## config.mk

```make
export PLATFORM = sky130hd
export DESIGN_NAME = control_flat
export DESIGN_NICKNAME = d
export VERILOG_FILES = /design/src/rtl/control_pkg.sv /design/src/rtl/control_if.sv /design/src/rtl/control_op_decode.sv /design/src/rtl/control.sv /design/src/flat_wrapper.sv
export SDC_FILE = /design/constraint.sdc
export NUM_CORES = 1
export LEC_CHECK = 0
export BUFFER_PORTS_ARGS = -buffer_cell sky130_fd_sc_hd__clkbuf_2
export CORE_ASPECT_RATIO = 0.8
export CORE_MARGIN = 3
export CORE_UTILIZATION = 51
export CTS_BUF_LIST = sky130_fd_sc_hd__clkbuf_8
export DETAILED_ROUTE_END_ITERATION = 12
export GPL_ROUTABILITY_DRIVEN = 1
export PLACE_DENSITY_LB_ADDON = 0.1
export SYNTH_ARGS = -nofsm -noshare
export SYNTH_HDL_FRONTEND = slang
export SYNTH_SLANG_ARGS = --single-unit
export TNS_END_PERCENT = 30
```

## constraint.sdc

```tcl
create_clock -name clk -period 2 [get_ports clk]
set_input_delay 0.6 -clock clk [delete_from_list [all_inputs] [get_ports clk]]
set_output_delay 0.6 -clock clk [all_outputs]
set_load 0.005 [all_outputs]
```

## src/rtl/control_pkg.sv

```systemverilog
// Shared types for the bytecode control FSM: state enum, opcode constants,
// decode entry struct. Optional feature macro: CONTROL_ILLEGAL_TRAP_EN.
package control_pkg;

  typedef enum logic [1:0] {
    S_DECODE,
    S_EXEC,
    S_DONE
`ifdef CONTROL_ILLEGAL_TRAP_EN
    , S_HALT
`endif
  } state_t;

  localparam logic [7:0] OP_NOP       = 8'h00;
  localparam logic [7:0] OP_ICONST_M1 = 8'h02;
  localparam logic [7:0] OP_ICONST_5  = 8'h08;
  localparam logic [7:0] OP_BIPUSH    = 8'h10;
  localparam logic [7:0] OP_SIPUSH    = 8'h11;
  localparam logic [7:0] OP_ILOAD     = 8'h15;
  localparam logic [7:0] OP_ILOAD_0   = 8'h1A;
  localparam logic [7:0] OP_ILOAD_3   = 8'h1D;
  localparam logic [7:0] OP_ISTORE    = 8'h36;
  localparam logic [7:0] OP_ISTORE_0  = 8'h3B;
  localparam logic [7:0] OP_ISTORE_3  = 8'h3E;
  localparam logic [7:0] OP_POP       = 8'h57;
  localparam logic [7:0] OP_DUP       = 8'h59;
  localparam logic [7:0] OP_IADD      = 8'h60;
  localparam logic [7:0] OP_ISUB      = 8'h64;
  localparam logic [7:0] OP_IMUL      = 8'h68;
  localparam logic [7:0] OP_IAND      = 8'h7E;
  localparam logic [7:0] OP_IOR       = 8'h80;
  localparam logic [7:0] OP_IXOR      = 8'h82;
  localparam logic [7:0] OP_IINC      = 8'h84;
  localparam logic [7:0] OP_IF_FIRST  = 8'h99;
  localparam logic [7:0] OP_IF_LAST   = 8'hA6;
  localparam logic [7:0] OP_GOTO      = 8'hA7;
  localparam logic [7:0] OP_RETURN    = 8'hB1;

  typedef struct packed {
    logic [1:0] argcount;
    logic [3:0] cycles;
    logic       legal;
  } dec_t;

  function automatic dec_t mk_entry(input logic [1:0] argc, input logic [3:0] cyc);
    return '{argcount: argc, cycles: cyc, legal: 1'b1};
  endfunction

endpackage

```

## src/rtl/control_if.sv

```systemverilog
// Bytecode/status bundle between the control FSM (slave) and the fetch/datapath side (master).
// Optional feature macro: CONTROL_ILLEGAL_TRAP_EN adds illegal_op.
interface control_if;
  logic [7:0] op_code;
  logic [1:0] argcount;
  logic       op_done;
  logic [7:0] cur_op;   // opcode captured at the last DECODE edge
`ifdef CONTROL_ILLEGAL_TRAP_EN
  logic       illegal_op;

  modport master (output op_code, input argcount, op_done, cur_op, illegal_op);
  modport slave  (input op_code, output argcount, op_done, cur_op, illegal_op);
`else
  modport master (output op_code, input argcount, op_done, cur_op);
  modport slave  (input op_code, output argcount, op_done, cur_op);
`endif
endinterface

```

## src/rtl/control_op_decode.sv

```systemverilog
// Combinational bytecode decoder: opcode -> {argcount, execute cycles, legal}.
import control_pkg::*;

module op_decode #(
  parameter int IMUL_CYCLES = 4
) (
  input  logic [7:0] op_code,
  output dec_t       entry
);
  always_comb begin
    entry = '{argcount: 2'd0, cycles: 4'd1, legal: 1'b0};
    case (op_code) inside
      OP_NOP, [OP_ICONST_M1:OP_ICONST_5]:          entry = mk_entry(2'd0, 4'd1);
      OP_BIPUSH:                                   entry = mk_entry(2'd1, 4'd1);
      OP_SIPUSH, OP_GOTO:                          entry = mk_entry(2'd2, 4'd1);
      OP_ILOAD, OP_ISTORE:                         entry = mk_entry(2'd1, 4'd2);
      [OP_ILOAD_0:OP_ILOAD_3], [OP_ISTORE_0:OP_ISTORE_3]:
                                                   entry = mk_entry(2'd0, 4'd2);
      OP_POP, OP_DUP, OP_IADD, OP_ISUB, OP_IAND, OP_IOR, OP_IXOR, OP_RETURN:
                                                   entry = mk_entry(2'd0, 4'd1);
      OP_IMUL:                                     entry = mk_entry(2'd0, 4'(IMUL_CYCLES));
      OP_IINC:                                     entry = mk_entry(2'd2, 4'd3);
      [OP_IF_FIRST:OP_IF_LAST]:                    entry = mk_entry(2'd2, 4'd2);
      default: ;
    endcase
  end
endmodule

```

## src/rtl/control.sv

```systemverilog
// Bytecode sequencing FSM: DECODE -> EXEC (N cycles) -> DONE, all outputs registered.
// Optional feature macro: CONTROL_ILLEGAL_TRAP_EN (illegal opcode traps into HALT).
import control_pkg::*;

module control #(
  parameter int IMUL_CYCLES = 4
) (
  input  logic      clk,
  input  logic      rst,
  control_if.slave  bus
);
  state_t     state, state_n;
  logic [3:0] cnt, cnt_n;
  logic [1:0] arg_r, arg_n;
  logic [7:0] op_r, op_n;
  logic       done_r, done_n;
  logic       ill_r, ill_n;
  dec_t       dec;

  op_decode #(.IMUL_CYCLES(IMUL_CYCLES)) u_dec (.op_code(bus.op_code), .entry(dec));

  always_ff @(posedge clk) begin
    if (rst) begin
      state  <= S_DECODE;
      cnt    <= '0;
      arg_r  <= '0;
      op_r   <= '0;
      done_r <= 1'b0;
      ill_r  <= 1'b0;
    end else begin
      state  <= state_n;
      cnt    <= cnt_n;
      arg_r  <= arg_n;
      op_r   <= op_n;
      done_r <= done_n;
      ill_r  <= ill_n;
    end
  end

  always_comb begin
    state_n = state;
    cnt_n   = cnt;
    arg_n   = arg_r;
    op_n    = op_r;
    done_n  = 1'b0;
    ill_n   = ill_r;
    case (state)
      S_DECODE: begin
        // illegal codes behave as a one-cycle, zero-operand nop
        op_n    = bus.op_code;
        arg_n   = dec.legal ? dec.argcount : 2'd0;
        cnt_n   = dec.legal ? dec.cycles - 4'd1 : 4'd0;
        state_n = S_EXEC;
`ifdef CONTROL_ILLEGAL_TRAP_EN
        if (!dec.legal) begin
          ill_n   = 1'b1;
          state_n = S_HALT;
        end
`endif
      end
      S_EXEC: begin
        if (cnt != 4'd0) begin
          cnt_n = cnt - 4'd1;
        end else begin
          done_n  = 1'b1;
          state_n = S_DONE;
        end
      end
      S_DONE: state_n = S_DECODE;
`ifdef CONTROL_ILLEGAL_TRAP_EN
      S_HALT: state_n = S_HALT;
`endif
      default: state_n = S_DECODE;
    endcase
  end

  assign bus.argcount = arg_r;
  assign bus.op_done  = done_r;
  assign bus.cur_op   = op_r;
`ifdef CONTROL_ILLEGAL_TRAP_EN
  assign bus.illegal_op = ill_r;
`else
  logic unused_ill;
  assign unused_ill = ill_r;
`endif
endmodule

```

## src/flat_wrapper.sv

```systemverilog
// flat-port wrapper written by rule: the top's interface ports become plain ports
module control_flat 
#(
  parameter int IMUL_CYCLES = 4
)
  (clk, rst, bus_op_code, bus_argcount, bus_op_done, bus_cur_op);
  control_if bus_i ();
  input  logic clk;
  input  logic rst;
  input wire logic [$bits(bus_i.op_code)-1:0] bus_op_code;
  output wire logic [$bits(bus_i.argcount)-1:0] bus_argcount;
  output wire logic [$bits(bus_i.op_done)-1:0] bus_op_done;
  output wire logic [$bits(bus_i.cur_op)-1:0] bus_cur_op;
  assign bus_i.op_code = bus_op_code;
  assign bus_argcount = bus_i.argcount;
  assign bus_op_done = bus_i.op_done;
  assign bus_cur_op = bus_i.cur_op;
  control #(.IMUL_CYCLES(IMUL_CYCLES)) u_core (.clk(clk), .rst(rst), .bus(bus_i));
endmodule
```

==> run metrics <==
final WL 3020 um; boundary pin count 21; CP Cell Sequence clkbuf_8 -> buf_6 -> and3b_1 -> a221o_2 -> nand2_2 -> nor2b_1 -> ha_2 -> xnor2_1 -> nor3_1 -> nand2_1 -> o21ai_1; hold buffer count at CTS 0; clk_skew 0.00322 ns; wire per inst 14.2 um; Worst slew margin between 70% and 80%; DP HPWL 2330 um; Yosys reg bits 17; R2R Path Start u_core.cnt[0]; Top Family by Delay on Critical Path compound AO/OA/AOI/OAI gates; ANT nets after route 0; Worst Setup End Kind register; Post-Syn Area approximately 1100 sq um; Final Hold Viols 0; total gr overflow 0; status finished, violations left; Residual DRC 0; total CTS buffers 3; vias per cell 5.82; Multi-input gate area 751 sq um; HP Class register to register; first-pass GRT wire length 4910 um; Syn. warnings 0; TNS Setup -0.0276 ns; slowest stage cell, crit path a221o_2; Worst R2R Path Depth 7; largest net degree at the start of global routing 20; fin worst setup slack -0.0276 ns; RSZ-0062 raised after global routing true; CTS root buf clkbuf_8; CP peak stage delay 0.43 ns; share of cells above drive strength 1 32.3%; Die X 58.7 um; Die Span Y 48.2 um; Initial Utilization 56.8%; area leader, netlist dfxtp_1; Iter 0 DRT Violations 102; crit path time final between 2 and 2.5 ns; layout net count roughly 200; WS Path Type primary input to register; Hold EP u_core.bus.argcount[1]; failing checks setup timing; pre-CTS WS -0.287 ns; drt first pass iters 4; core area between 1500 and 2000 sq um; Max Cap Viol 0; via count 1239; DIE AREA 2830 sq um; sequential-to-total area share from yosys stat a little under a third; RR Endpoint u_core.cnt[2]; crit path launch type primary input; reg-to-reg setup timing slack 0.30 ns; diode count 0; Lkg Pwr around 0.63 nW; top cell type's share of synthesized area 30.0%; initial antenna violation count 0; Layout fillers 162; post-synth net total 166; Crit Path Max Fanout 5; clk sink count 17; # rows 14; port bufs 20; final critical-path share of the clock period 101%; Synth Instances around 150; Syn-to-layout area delta 30.5%; GRT Total Usage a little under a quarter; clk_lat worst skew 0.25 ns; CTS clock-pin slew for the worst setup and hold paths 0.07 ns; CTS tree yes; Worst Path Buf+Inv 2; post-CTS setup buffer count 0; Critical Path RT around 2.2 ns; HP Start u_core.bus.argcount[1]; clock buffer depth 2; Netlist cell types roughly 40; vias in the first global route 1066; sequential standard cell area approximately 340 sq um; Worst EP arrival 2.22 ns; Max Clk Rate 493 MHz; Routability Congestion 0.846; pwr/cell area approximately 1000 nW/um^2; fin. max-slew vios 0; Hold Crit Depth 2; final setup violation count 1; Synth area leaders dfxtp_1, a21oi_1, nand2_1; H-tree levels 1; Tightest Pin Transition just over 0.4 ns; Syn Area/Cell between 7 and 8 sq um; maximum VDD drop 0.000812 V
-- flip-flops by register name (all words and copies together), names as in the netlist --
signal / count
u_core.bus.cur_op: 8
u_core.cnt: 4
u_core.bus.argcount: 2
u_core.state: 2
u_core.bus.op_done: 1
-- where the power goes --
part / switching (mW) / internal (mW) / total [mW]
Clock: 0.122 / 0.140 / 0.262
Combinational: 0.390 / 0.294 / 0.684
Sequential: 0.0986 / 0.447 / 0.545
-- synthesized netlist by cell type --
library cell	instances
nand4b_4	1
buf_6	1
nand4bb_1	1
o21ai_1	3
nor3b_1	5
nand3b_1	2
nand4_1	1
nor4_2	1
and2_1	1
inv_1	4
or3_1	3
and3_1	2
and3b_1	2
nor3_1	7
nor4b_4	1
a31o_1	1
o22ai_1	1
xnor2_1	1
o21ai_0	5
clkbuf_1	4
nor2b_1	5
buf_1	1
or2_2	1
ha_1	2
dfxtp_1	17
buf_2	6
nor4bb_1	1
nand2_2	1
xor2_1	1
nor2_1	13
a32oi_1	1
a311oi_1	1
nor4_1	3
o41ai_1	1
a221o_2	1
nand3_1	7
nand2_1	22
o21bai_1	1
a21oi_1	18
nand2b_1	3
o211ai_1	1
-- layout make-up --
class / count / share of cell area [%]
clock buffer: 3 / 2.79
clock inverter: 1 / 0.508
inverter: 4 / 1.02
multi-input combinational: 121 / 50.8
sequential: 17 / 23.0
tap: 24 / 2.03
timing repair buffer: 43 / 19.9
-- kinds of logic after synthesis --
| group | count (synthesis) | synth area share (%) |
|---|---|---|
| XOR/XNOR | 2 | 1.55 |
| AND/OR/NAND/NOR | 83 | 42.2 |
| flip-flops | 17 | 30.0 |
| adder cells (fa/ha/maj) | 2 | 2.21 |
| buffers and inverters | 16 | 6.62 |
| AO/OA/AOI/OAI | 34 | 17.4 |
-- cells in the final DEF (no fill, tap or decap), types with 5 or more instances in the layout --
| cell | count |
|---|---|
| a21oi_1 | 17 |
| buf_4 | 21 |
| clkbuf_2 | 17 |
| dfxtp_1 | 17 |
| nand2_1 | 22 |
| nand3_1 | 7 |
| nor2_1 | 13 |
| nor2b_1 | 5 |
| nor3_1 | 7 |
| o21ai_0 | 5 |
-- metrics by stage --
stage	cells	area [sq um]	hold slack (ns)	power (mW)	util [%]
3_3_place_gp	209	1380	0.441	1.18	69.0
2_1_floorplan	154	1140	0.448	0.997	-
5_1_grt	213	1480	0.482	1.62	74.1
4_1_cts	213	1440	0.456	1.48	72.1
6_report	213	1480	0.453	1.49	74.1
3_5_place_dp	209	1380	0.446	1.21	69.0
-- how the worst max path moves through the flow --
stage | slack [ns] | depth (start not counted) | startpoint | to
global placement | -0.27 | 11 | bus_op_code[2] | u_core.cnt[2]
global route | -0.06 | 11 | bus_op_code[1] | u_core.cnt[2]
finish | -0.03 | 11 | bus_op_code[1] | u_core.cnt[2]
floorplan | -0.12 | 11 | bus_op_code[2] | u_core.cnt[2]
detailed placement | -0.29 | 11 | bus_op_code[1] | u_core.cnt[2]
CTS | 0.0001 | 10 | bus_op_code[0] | u_core.cnt[1]
-- routing by layer --
metal	track usage [%]	vias up	share of wire (%)
met1	33.2	576	47
met2	35.0	45	44
met5	0	-	0
li1	-	614	-
met4	7.24	0	1.1
met3	5.03	4	6.9
-- timing repair --
| item | 4_1_cts | 5_1_grt |
|---|---|---|
| pin swaps | 4 | 6 |
| endpoints found under the setup margin | 2 | 2 |
| gates resized for setup | 2 | 12 |
-- tightest hold or removal path, stage by stage (launching register included) --
cell and delay (ns):
dfxtp_1 0.31, nand2_1 0.05, a21oi_1 0.05
Note: power is estimated with default switching activity, not from simulation.
